### config.mk
export PLATFORM = sky130hd
export DESIGN_NAME = apx_add_operand_sequencer
export DESIGN_NICKNAME = d
export VERILOG_FILES = /design/src/rtl/apx_add_operand_sequencer.sv
export SDC_FILE = /design/constraint.sdc
export NUM_CORES = 1
export LEC_CHECK = 0
export ABC_AREA = 1
export BUFFER_PORTS_ARGS = -buffer_cell sky130_fd_sc_hd__buf_2
export CORE_MARGIN = 2
export CORE_UTILIZATION = 38
export CTS_CLUSTER_SIZE = 10
export DETAILED_ROUTE_END_ITERATION = 16
export HOLD_SLACK_MARGIN = 0.06
export MAX_ROUTING_LAYER = met4
export RECOVER_POWER = 50
export SLEW_MARGIN = 20
export SYNTH_ARGS = -nofsm -noshare
export SYNTH_HDL_FRONTEND = slang
export SYNTH_SLANG_ARGS = --single-unit
### constraint.sdc
create_clock -name clk -period 3.8 [get_ports clk]
set_clock_uncertainty 0.15 [all_clocks]
set_input_delay 0.38 -clock clk [delete_from_list [all_inputs] [get_ports clk]]
set_output_delay 0.38 -clock clk [all_outputs]
set_load 0.02 [all_outputs]
### src/rtl/apx_add_operand_sequencer.sv
// Operand sequencer: queues operand pairs and holds each on a registered adder for
// HOLD_CYCLES cycles, then captures the result. Optional mismatch monitor: APX_ADD_ERR_MON_EN.
module apx_add_operand_sequencer #(
    parameter int DATA_PATH_BITWIDTH = 32,
    parameter int FIFO_DEPTH         = 4,
    parameter int HOLD_CYCLES        = 4
) (
    input  logic                          clk,
    input  logic                          rst,
    input  logic                          in_valid,
    output logic                          in_ready,
    input  logic [DATA_PATH_BITWIDTH-1:0] in_a,
    input  logic [DATA_PATH_BITWIDTH-1:0] in_b,
    output logic [DATA_PATH_BITWIDTH-1:0] op_a,
    output logic [DATA_PATH_BITWIDTH-1:0] op_b,
    output logic                          op_reg_en,
    input  logic [DATA_PATH_BITWIDTH-1:0] res_c,
    output logic                          out_valid,
    input  logic                          out_ready,
    output logic [DATA_PATH_BITWIDTH-1:0] out_a,
    output logic [DATA_PATH_BITWIDTH-1:0] out_b,
    output logic [DATA_PATH_BITWIDTH-1:0] out_c,
    output logic                          busy,
    output logic [15:0]                   err_cnt
);
    localparam int W     = DATA_PATH_BITWIDTH;
    localparam int PTR_W = $clog2(FIFO_DEPTH);
    localparam logic [7:0]     HOLD_LOAD = 8'(HOLD_CYCLES - 1);
    localparam logic [PTR_W:0] DEPTH_CNT = (PTR_W + 1)'(FIFO_DEPTH);

    typedef struct packed {
        logic [W-1:0] a;
        logic [W-1:0] b;
    } pair_t;

    typedef enum logic [1:0] {IDLE, HOLD, DONE} state_t;

    // operand FIFO; pointers wrap naturally because the depth is a power of two
    pair_t            mem [FIFO_DEPTH];
    logic [PTR_W-1:0] wr_ptr, rd_ptr;
    logic [PTR_W:0]   occ;
    logic             push, pop, full, empty;
    pair_t            head;

    assign full     = (occ == DEPTH_CNT);
    assign empty    = (occ == '0);
    assign in_ready = !full;
    assign push     = in_valid && !full;
    assign head     = mem[rd_ptr];

    always_ff @(posedge clk) begin
        if (push) mem[wr_ptr] <= '{a: in_a, b: in_b};
    end

    always_ff @(posedge clk or negedge rst) begin
        if (!rst) begin
            wr_ptr <= '0;
            rd_ptr <= '0;
            occ    <= '0;
        end else begin
            if (push) wr_ptr <= wr_ptr + PTR_W'(1);
            if (pop)  rd_ptr <= rd_ptr + PTR_W'(1);
            case ({push, pop})
                2'b10:   occ <= occ + (PTR_W + 1)'(1);
                2'b01:   occ <= occ - (PTR_W + 1)'(1);
                default: occ <= occ;
            endcase
        end
    end

    state_t       state, state_nxt;
    logic [7:0]   cnt, cnt_nxt;
    logic [W-1:0] op_a_nxt, op_b_nxt, out_a_nxt, out_b_nxt, out_c_nxt;
    logic         op_reg_en_nxt, out_valid_nxt;

    always_ff @(posedge clk or negedge rst) begin
        if (!rst) begin
            state     <= IDLE;
            cnt       <= '0;
            op_a      <= '0;
            op_b      <= '0;
            op_reg_en <= 1'b0;
            out_a     <= '0;
            out_b     <= '0;
            out_c     <= '0;
            out_valid <= 1'b0;
        end else begin
            state     <= state_nxt;
            cnt       <= cnt_nxt;
            op_a      <= op_a_nxt;
            op_b      <= op_b_nxt;
            op_reg_en <= op_reg_en_nxt;
            out_a     <= out_a_nxt;
            out_b     <= out_b_nxt;
            out_c     <= out_c_nxt;
            out_valid <= out_valid_nxt;
        end
    end

    always_comb begin
        state_nxt     = state;
        cnt_nxt       = cnt;
        op_a_nxt      = op_a;
        op_b_nxt      = op_b;
        op_reg_en_nxt = op_reg_en;
        out_a_nxt     = out_a;
        out_b_nxt     = out_b;
        out_c_nxt     = out_c;
        out_valid_nxt = out_valid;
        pop           = 1'b0;
        case (state)
            IDLE: begin
                if (!empty) begin
                    pop           = 1'b1;
                    op_a_nxt      = head.a;
                    op_b_nxt      = head.b;
                    op_reg_en_nxt = 1'b1;
                    cnt_nxt       = HOLD_LOAD;
                    state_nxt     = HOLD;
                end
            end
            HOLD: begin
                if (cnt == '0) begin
                    out_a_nxt     = op_a;
                    out_b_nxt     = op_b;
                    out_c_nxt     = res_c;
                    out_valid_nxt = 1'b1;
                    op_reg_en_nxt = 1'b0;
                    state_nxt     = DONE;
                end else begin
                    cnt_nxt = cnt - 8'd1;
                end
            end
            DONE: begin
                // out_valid is high exactly while in DONE, so out_ready alone completes the handshake
                if (out_ready) begin
                    out_valid_nxt = 1'b0;
                    state_nxt     = IDLE;
                end
            end
            default: state_nxt = IDLE;
        endcase
    end

    assign busy = (state != IDLE) || !empty;

`ifdef APX_ADD_ERR_MON_EN
    logic [W-1:0] sum_chk;
    logic         cap;
    logic [15:0]  err_q;

    assign sum_chk = op_a + op_b;
    assign cap     = (state == HOLD) && (cnt == '0);

    always_ff @(posedge clk or negedge rst) begin
        if (!rst) begin
            err_q <= '0;
        end else if (cap && (res_c != sum_chk) && (err_q != 16'hFFFF)) begin
            err_q <= err_q + 16'd1;
        end
    end

    assign err_cnt = err_q;
`else
    assign err_cnt = '0;
`endif

endmodule

==> results by group, run 1 <==
Logic synthesis
  • Adder-cell share of the synthesized area: 0.00628
  • Combinational family with the most area after synthesis: compound AO/OA/AOI/OAI gates
  • Synth cell types: 27
  • Post-synth top cells: edfxtp_1 (256), nor2_1 (217), o21ai_0 (203), nand2_1 (187), dfrtp_1 (179)
  • Cells after Synth: 1448
  • Yosys warnings: 0
  • Top cells by area, synth: edfxtp_1 (45%), dfrtp_1 (26%), o21ai_0 (5.9%), nor2_1 (4.8%), nand2_1 (4.1%)
  • Synth top area share: 0.449
  • Most area-hungry cell type in the Yosys netlist: edfxtp_1
  • Top-count cell post-synth: edfxtp_1
  • Share of the yosys chip area belonging to registers: 0.711
  • Synth Cell Area: 17100 µm²
  • Post-synthesis simple-gate area fraction: 0.0958
  • Post-synthesis xor/xnor area fraction: 0.00358
  • Compound-Gate Fraction of Synth Area: 0.120
  • Asr flop ratio synth: 0.411
  • Seq cells post-synth: 435
  • Mux cell area share after synthesis: 0
  • Ys flop type: edfxtp_1
  • EDFF count, synth: 256
  • Mean Syn Cell Area: 11.8 µm²

Floorplan
  • I/O pin count: 280
  • Die area: 46800 µm²
  • Core Region: 44300 µm²
  • DIE WIDTH: 216 µm
  • Starting Density: 0.386
  • Die height: 216 µm
  • Row cnt: 77

Run status
  • Status: finished with violations
  • Violated checks: max-capacitance violations, max-slew violations

Place
  • RePlAce Congestion: 0.768
  • Placed wire-length estimate: 24.0 mm
  • Buffers on Ports: 263
  • Inst Count DP: 2246

Cells and area
  • Non-Filler Instances: 2438
  • Layout cell share with drive strength beyond 1: 0.154
  • Final core occ: 0.476
  • # fillers: 4041
  • Final net count: 1913
  • Area growth from synthesis to layout: 23.3%

CTS
  • Number of CTS-inserted buffers: 51
  • Clock root buffer: clkbuf_16
  • CTS tree: done
  • Resize count post-CTS: 0
  • Skew-Pair Late Insertion Delay: 0.58 ns
  • Clock Sinks: 435
  • # H-tree levels: 2
  • CTS max path bufs: 3
  • Clock transition at the registers of the reported paths: 0.06 ns

Setup path
  • Cell mode on critical path: clkbuf_2
  • CP Launch Point: rst
  • Worst-path fanout max: 66
  • Crit. End Element: async pin
  • Arrival time at the worst endpoint: 3.16 ns
  • Worst EP required: 4.23 ns
  • Crit path kind: in -> async
  • Startpoint types: primary input
  • CP max stage cell: clkbuf_2
  • Sequence of cells on the critical path: dlygate4sd3_1, clkbuf_2, clkbuf_2
  • R2R Path End: occ[2]$_DFFE_PN0P_
  • Biggest cell delay along the critical path: 1.27 ns
  • Flop-to-flop setup slack: 1.28 ns
  • Reg2reg path depth: 9
  • Worst reg2reg path startpoint: occ[0]$_DFFE_PN0P_

Drt
  • Wirelength, routed: 39.3 mm
  • Initial DRT Pass Iterations: 5
  • WL/cell: 16.1 µm
  • Via density: 4.66
  • Iter 0 DRT Violations: 752
  • DRT antenna net count: 0
  • Total number of vias: 11365
  • Number of remaining DRC errors: 0

Worst hold path
  • WHS Endpoint: out_b[25]$_DFFE_PN0P_
  • Hold path depth: 2
  • HP Start: out_b[25]$_DFFE_PN0P_
  • Hold Path Class: reg -> reg

Global routing
  • Largest net degree at the start of global routing: 141
  • Remaining global-route overflow: 0
  • First-pass GRT wire length: 62.2 mm
  • Vias in the first global route: 11518
  • GR Util All Layers: 0.174
  • Initial antenna violation count: 3

Power
  • Pwr per Cell Area: 859 nW/µm²
  • Leakage dissipation: 8.55 nW
  • Peak supply drop: 0.406 mV
  • Final Power: 18.1 mW

STA
  • RSZ-0062 raised after global routing: false
  • Fmax: 0.366 GHz
  • Worst-margin pin slew: 1.80 ns
  • Final setup fails: 0
  • Post-route clock period utilization: 0.719
  • Final Max Tran Viols: 66
  • Setup TNS Final: 0 ns
  • Fin. Hold Viols: 0
  • Max-slew headroom: -0.197
  • WHS: 0.325 ns
  • Minimum clock period: 2.73 ns

Run
  • Max Cap Viol: 1
==> worst max-delay path, delay by kind of cell <==
kind,cells,cell delay [ns]
buffers and inverters,3,2.67
==> cell usage in the layout (no fill, tap or decap), types with 7 or more instances in the layout <==
cell type      netlist  layout
buf_2               18     120
buf_4               33      16
clkbuf_1            19     175
clkbuf_16            0      51
conb_1               1      16
dfrtp_1            179     177
dlygate4sd3_1        0      98
edfxtp_1           256     256
ha_1                 7       7
inv_1              114     114
nand2_1            187     187
nand3_1              8       9
nor2_1             217     213
o21ai_0            203     203
o21ai_1             89      89
o21ai_2             65      65
==> layout make-up <==
class / instances / area [µm²] / area share
inverter: 119 / 452 / 0.0214
multi-input combinational: 816 / 3950 / 0.187
antenna: 3 / 7.51 / 0.000356
clock inverter: 4 / 23.8 / 0.00113
sequential: 435 / 12200 / 0.577
tap: 592 / 741 / 0.0351
timing repair buffer: 382 / 2310 / 0.109
clock buffer: 87 / 1450 / 0.0688
==> routing by layer <==
layer / vias to the layer above / GRT usage / wire length [µm]
met5: - / - / 0
met4: 0 / 0.0587 / 888
met3: 67 / 0.0306 / 1780
met2: 260 / 0.284 / 19000
met1: 5486 / 0.219 / 17600
li1: 5552 / - / -
==> kinds of logic after synthesis <==
family / count (synthesis)
buf+inv: 212
flops: 435
simple gates: 424
other cells: 1
fa+ha+maj: 8
compound gates: 361
xor+xnor: 7
==> through the flow <==
step | setup slack, ns | area [µm²]
after detailed placement | 1.26 | 18800
final | 1.07 | 21100
after global placement | 1.30 | 18800
after CTS | 1.26 | 21300
after floorplan | -0.448 | 17200
after global routing | 0.582 | 21100
==> power by group <==
part	switching [mW]	internal, mW
clock	1.78	2.57
combinational	4.51	1.92
sequential	0.752	6.60
==> state kept, by name (all words and copies together), names as in the netlist <==
signal     cells
op_reg_en      1
cnt            8
occ            3
op_a          32
rd_ptr         2
mem          256
state          2
wr_ptr         2
out_valid      1
out_a         32
out_b         32
out_c         32
op_b          32
==> what timing repair did <==
action                                 4_1_cts  5_1_grt
buffers inserted                             0        0
setup endpoints to repair                    0        0
hold buffers                                98        0
endpoints found under the hold margin      353        0
==> how the worst max path moves through the flow <==
stage | slack [ns] | to
finish | 1.07 | out_b[12]$_DFFE_PN0P_
global route | 0.58 | out_c[6]$_DFFE_PN0P_
CTS | 1.26 | occ[2]$_DFFE_PN0P_
detailed placement | 1.26 | occ[2]$_DFFE_PN0P_
global placement | 1.30 | occ[2]$_DFFE_PN0P_
floorplan | -0.45 | mem[0][0]$_DFFE_PP_
No activity file was read; power rests on OpenSTA's default activity.
==> inputs of run 2 (changes only) <==
ABC_AREA = 0   (was 1)
clock period = 2.7 ns   (was 3.8 ns; I/O delays follow)
==> results by group, run 2 <==
Power
  • Pwr per Cell Area: 1180 nW/µm²
  • Leakage dissipation: 8.32 nW
  • Final Power: 24.5 mW
  • Peak supply drop: 0.575 mV

Logic synthesis
  • Synth top area share: 0.471
  • Top-count cell post-synth: edfxtp_1
  • Asr flop ratio synth: 0.411
  • Share of the yosys chip area belonging to registers: 0.745
  • Synth Cell Area: 16300 µm²
  • Mean Syn Cell Area: 17.7 µm²
  • Synth cell types: 37
  • Top cells by area, synth: edfxtp_1 (47%), dfrtp_1 (27%), mux4_2 (8.8%), mux2_2 (5.5%), nand2_1 (4.8%)
  • Yosys warnings: 0
  • Post-synth top cells: edfxtp_1 (256), nand2_1 (209), dfrtp_1 (179), mux2_2 (80), mux4_2 (64)
  • Most area-hungry cell type in the Yosys netlist: edfxtp_1
  • EDFF count, synth: 256
  • Cells after Synth: 921
  • Ys flop type: edfxtp_1
  • Seq cells post-synth: 435

Global routing
  • Vias in the first global route: 9606
  • GR Util All Layers: 0.162
  • Initial antenna violation count: 1
  • Largest net degree at the start of global routing: 72
  • Remaining global-route overflow: 0
  • First-pass GRT wire length: 53.9 mm

Setup path
  • CP max stage cell: dfrtp_1
  • Crit. End Element: flip-flop
  • Biggest cell delay along the critical path: 0.42 ns
  • Startpoint types: flip-flop
  • Worst-path fanout max: 6
  • Reg2reg path depth: 9
  • Sequence of cells on the critical path: nor2_1, nand2_1, and2_0, inv_1, ha_1, fa_1, xnor2_1, nor2_1, xor2_1
  • Crit path kind: reg -> reg
  • Worst EP required: 3.02 ns
  • Arrival time at the worst endpoint: 2.63 ns
  • Cell mode on critical path: nor2_1

Cells and area
  • Reg with most FFs: mem
  • Most frequent cells in the layout: edfxtp_1 (256), nand2_1 (209), clkbuf_1 (181), dfrtp_1 (177), buf_2 (117)
  • Final core occ: 0.490
  • Final net count: 1425
  • Non-Filler Instances: 1895
  • Layout cell share with drive strength beyond 1: 0.271
  • Commonest non-fill, non-tap cell in the layout: edfxtp_1
  • Max reg flops: 256
  • Fin area: 20700 µm²
  • Area growth from synthesis to layout: 26.7%

CTS
  • Number of CTS-inserted buffers: 50
  • CTS tree: done
  • # H-tree levels: 2
  • Clock Sinks: 435
  • Clock root buffer: clkbuf_16
  • CTS max path bufs: 3
  • Skew-Pair Late Insertion Delay: 0.56 ns
  • Clock transition at the registers of the reported paths: 0.05 ns
  • Setup Fix Bufs, Post-CTS: 0

STA
  • Final setup fails: 0
  • Post-route clock period utilization: 0.855
  • Final Max Tran Viols: 58
  • WHS: 0.324 ns
  • Max-slew headroom: -0.130
  • Fin. Hold Viols: 0
  • Fmax: 0.433 GHz
  • Minimum clock period: 2.31 ns
  • RSZ-0062 raised after global routing: false
  • Worst Setup Slack, final: 0.390 ns
  • Worst-margin pin slew: 1.69 ns
  • Setup TNS Final: 0 ns

Run status
  • Violated checks: max-capacitance violations, max-slew violations
  • Status: finished with violations

Drt
  • Iter 0 DRT Violations: 447
  • DRT antenna net count: 0
  • WL/cell: 18.5 µm
  • Number of remaining DRC errors: 0
  • Total number of vias: 9034
  • Via density: 4.77
  • Wirelength, routed: 35.0 mm
  • Initial DRT Pass Iterations: 4

Place
  • Inst Count DP: 1705
  • DP Area: 18400 µm²
  • Dpl ws: 0.473 ns
  • Buffers on Ports: 263
  • RePlAce Congestion: 0.741
  • Placed wire-length estimate: 21.1 mm

Floorplan
  • Core Region: 42200 µm²
  • Row cnt: 75
  • Die height: 211 µm
  • DIE WIDTH: 211 µm
  • Starting Density: 0.387
  • Die area: 44700 µm²
  • I/O pin count: 280

Run
  • Max Cap Viol: 1

Worst hold path
  • Hold path depth: 2
  • Hold Path Class: reg -> reg
## run 2: cell types whose count changed after synthesis, sizes merged, moves of 6 or more
| cell | before | now |
|---|---|---|
| buf | 70 | 40 |
| clkbuf | 23 | 15 |
| inv | 119 | 7 |
| mux2 | 0 | 98 |
| mux2i | 0 | 6 |
| mux4 | 0 | 64 |
| nand2 | 191 | 209 |
| nand3 | 9 | 2 |
| nor2 | 220 | 7 |
| o21ai | 357 | 2 |
## run 2: layout make-up
cell class / count / area [µm²]
Antenna cell: 1 / 2.50
Clock buffer: 89 / 1460
Clock inverter: 1 / 8.76
Fill cell: 3685 / 21500
Inverter: 7 / 27.5
Multi-Input combinational cell: 439 / 3920
Sequential cell: 435 / 12200
Tap cell: 539 / 674
Timing Repair Buffer: 384 / 2420
## run 2: power breakdown
part	internal, mW	total (mW)	switching (mW)	leakage, nW
sequential	9.23	10.4	1.18	4.55
clock	3.62	6.09	2.47	0.701
combinational	3.34	8.02	4.68	3.07
## run 2: what timing repair did
| action | CTS | global route |
|---|---|---|
| hold buffers | 99 | 0 |
| resized for setup | 0 | 0 |
| hold endpoints to repair | 470 | 0 |
## run 2: critical path, delay by kind of cell (launching register included)
| family | cells | cell delay, ns |
|---|---|---|
| and+or+nand+nor | 4 | 0.67 |
| DFF | 1 | 0.42 |
| adders and majority gates | 2 | 0.61 |
| xor gates and xnor gates | 2 | 0.31 |
| buffers and inverters | 1 | 0.08 |
## run 2: kinds of logic after synthesis
group	Yosys count	share of synthesized area
mux	168	0.164
fa+ha+maj	8	0.00659
compound gates	7	0.00245
flops	435	0.745
simple gates	234	0.0585
other cells	1	0.000230
buf+inv	62	0.0205
xor+xnor	6	0.00322
## run 2: worst paths after layout
| path | from | endpoint | slack [ns] |
|---|---|---|---|
| min in group asynchronous | rst | out_b[9]$_DFFE_PN0P_ | 0.54 |
| max in group asynchronous | rst | out_c[17]$_DFFE_PN0P_ | 0.54 |
| min reg2reg | op_reg_en$_DFFE_PN0P_ | op_reg_en$_DFFE_PN0P_ | 0.32 |
| min | op_reg_en$_DFFE_PN0P_ | op_reg_en$_DFFE_PN0P_ | 0.32 |
| max reg2reg | occ[1]$_DFFE_PN0P_ | occ[2]$_DFFE_PN0P_ | 0.39 |
| max | occ[1]$_DFFE_PN0P_ | occ[2]$_DFFE_PN0P_ | 0.39 |
## run 2: routing by layer
layer,global-route usage,routed length [µm],up-vias
met5,-,0,-
met4,0.0522,762,0
met3,0.0307,1520,60
met2,0.268,17500,199
met1,0.203,15300,4628
li1,-,-,4147
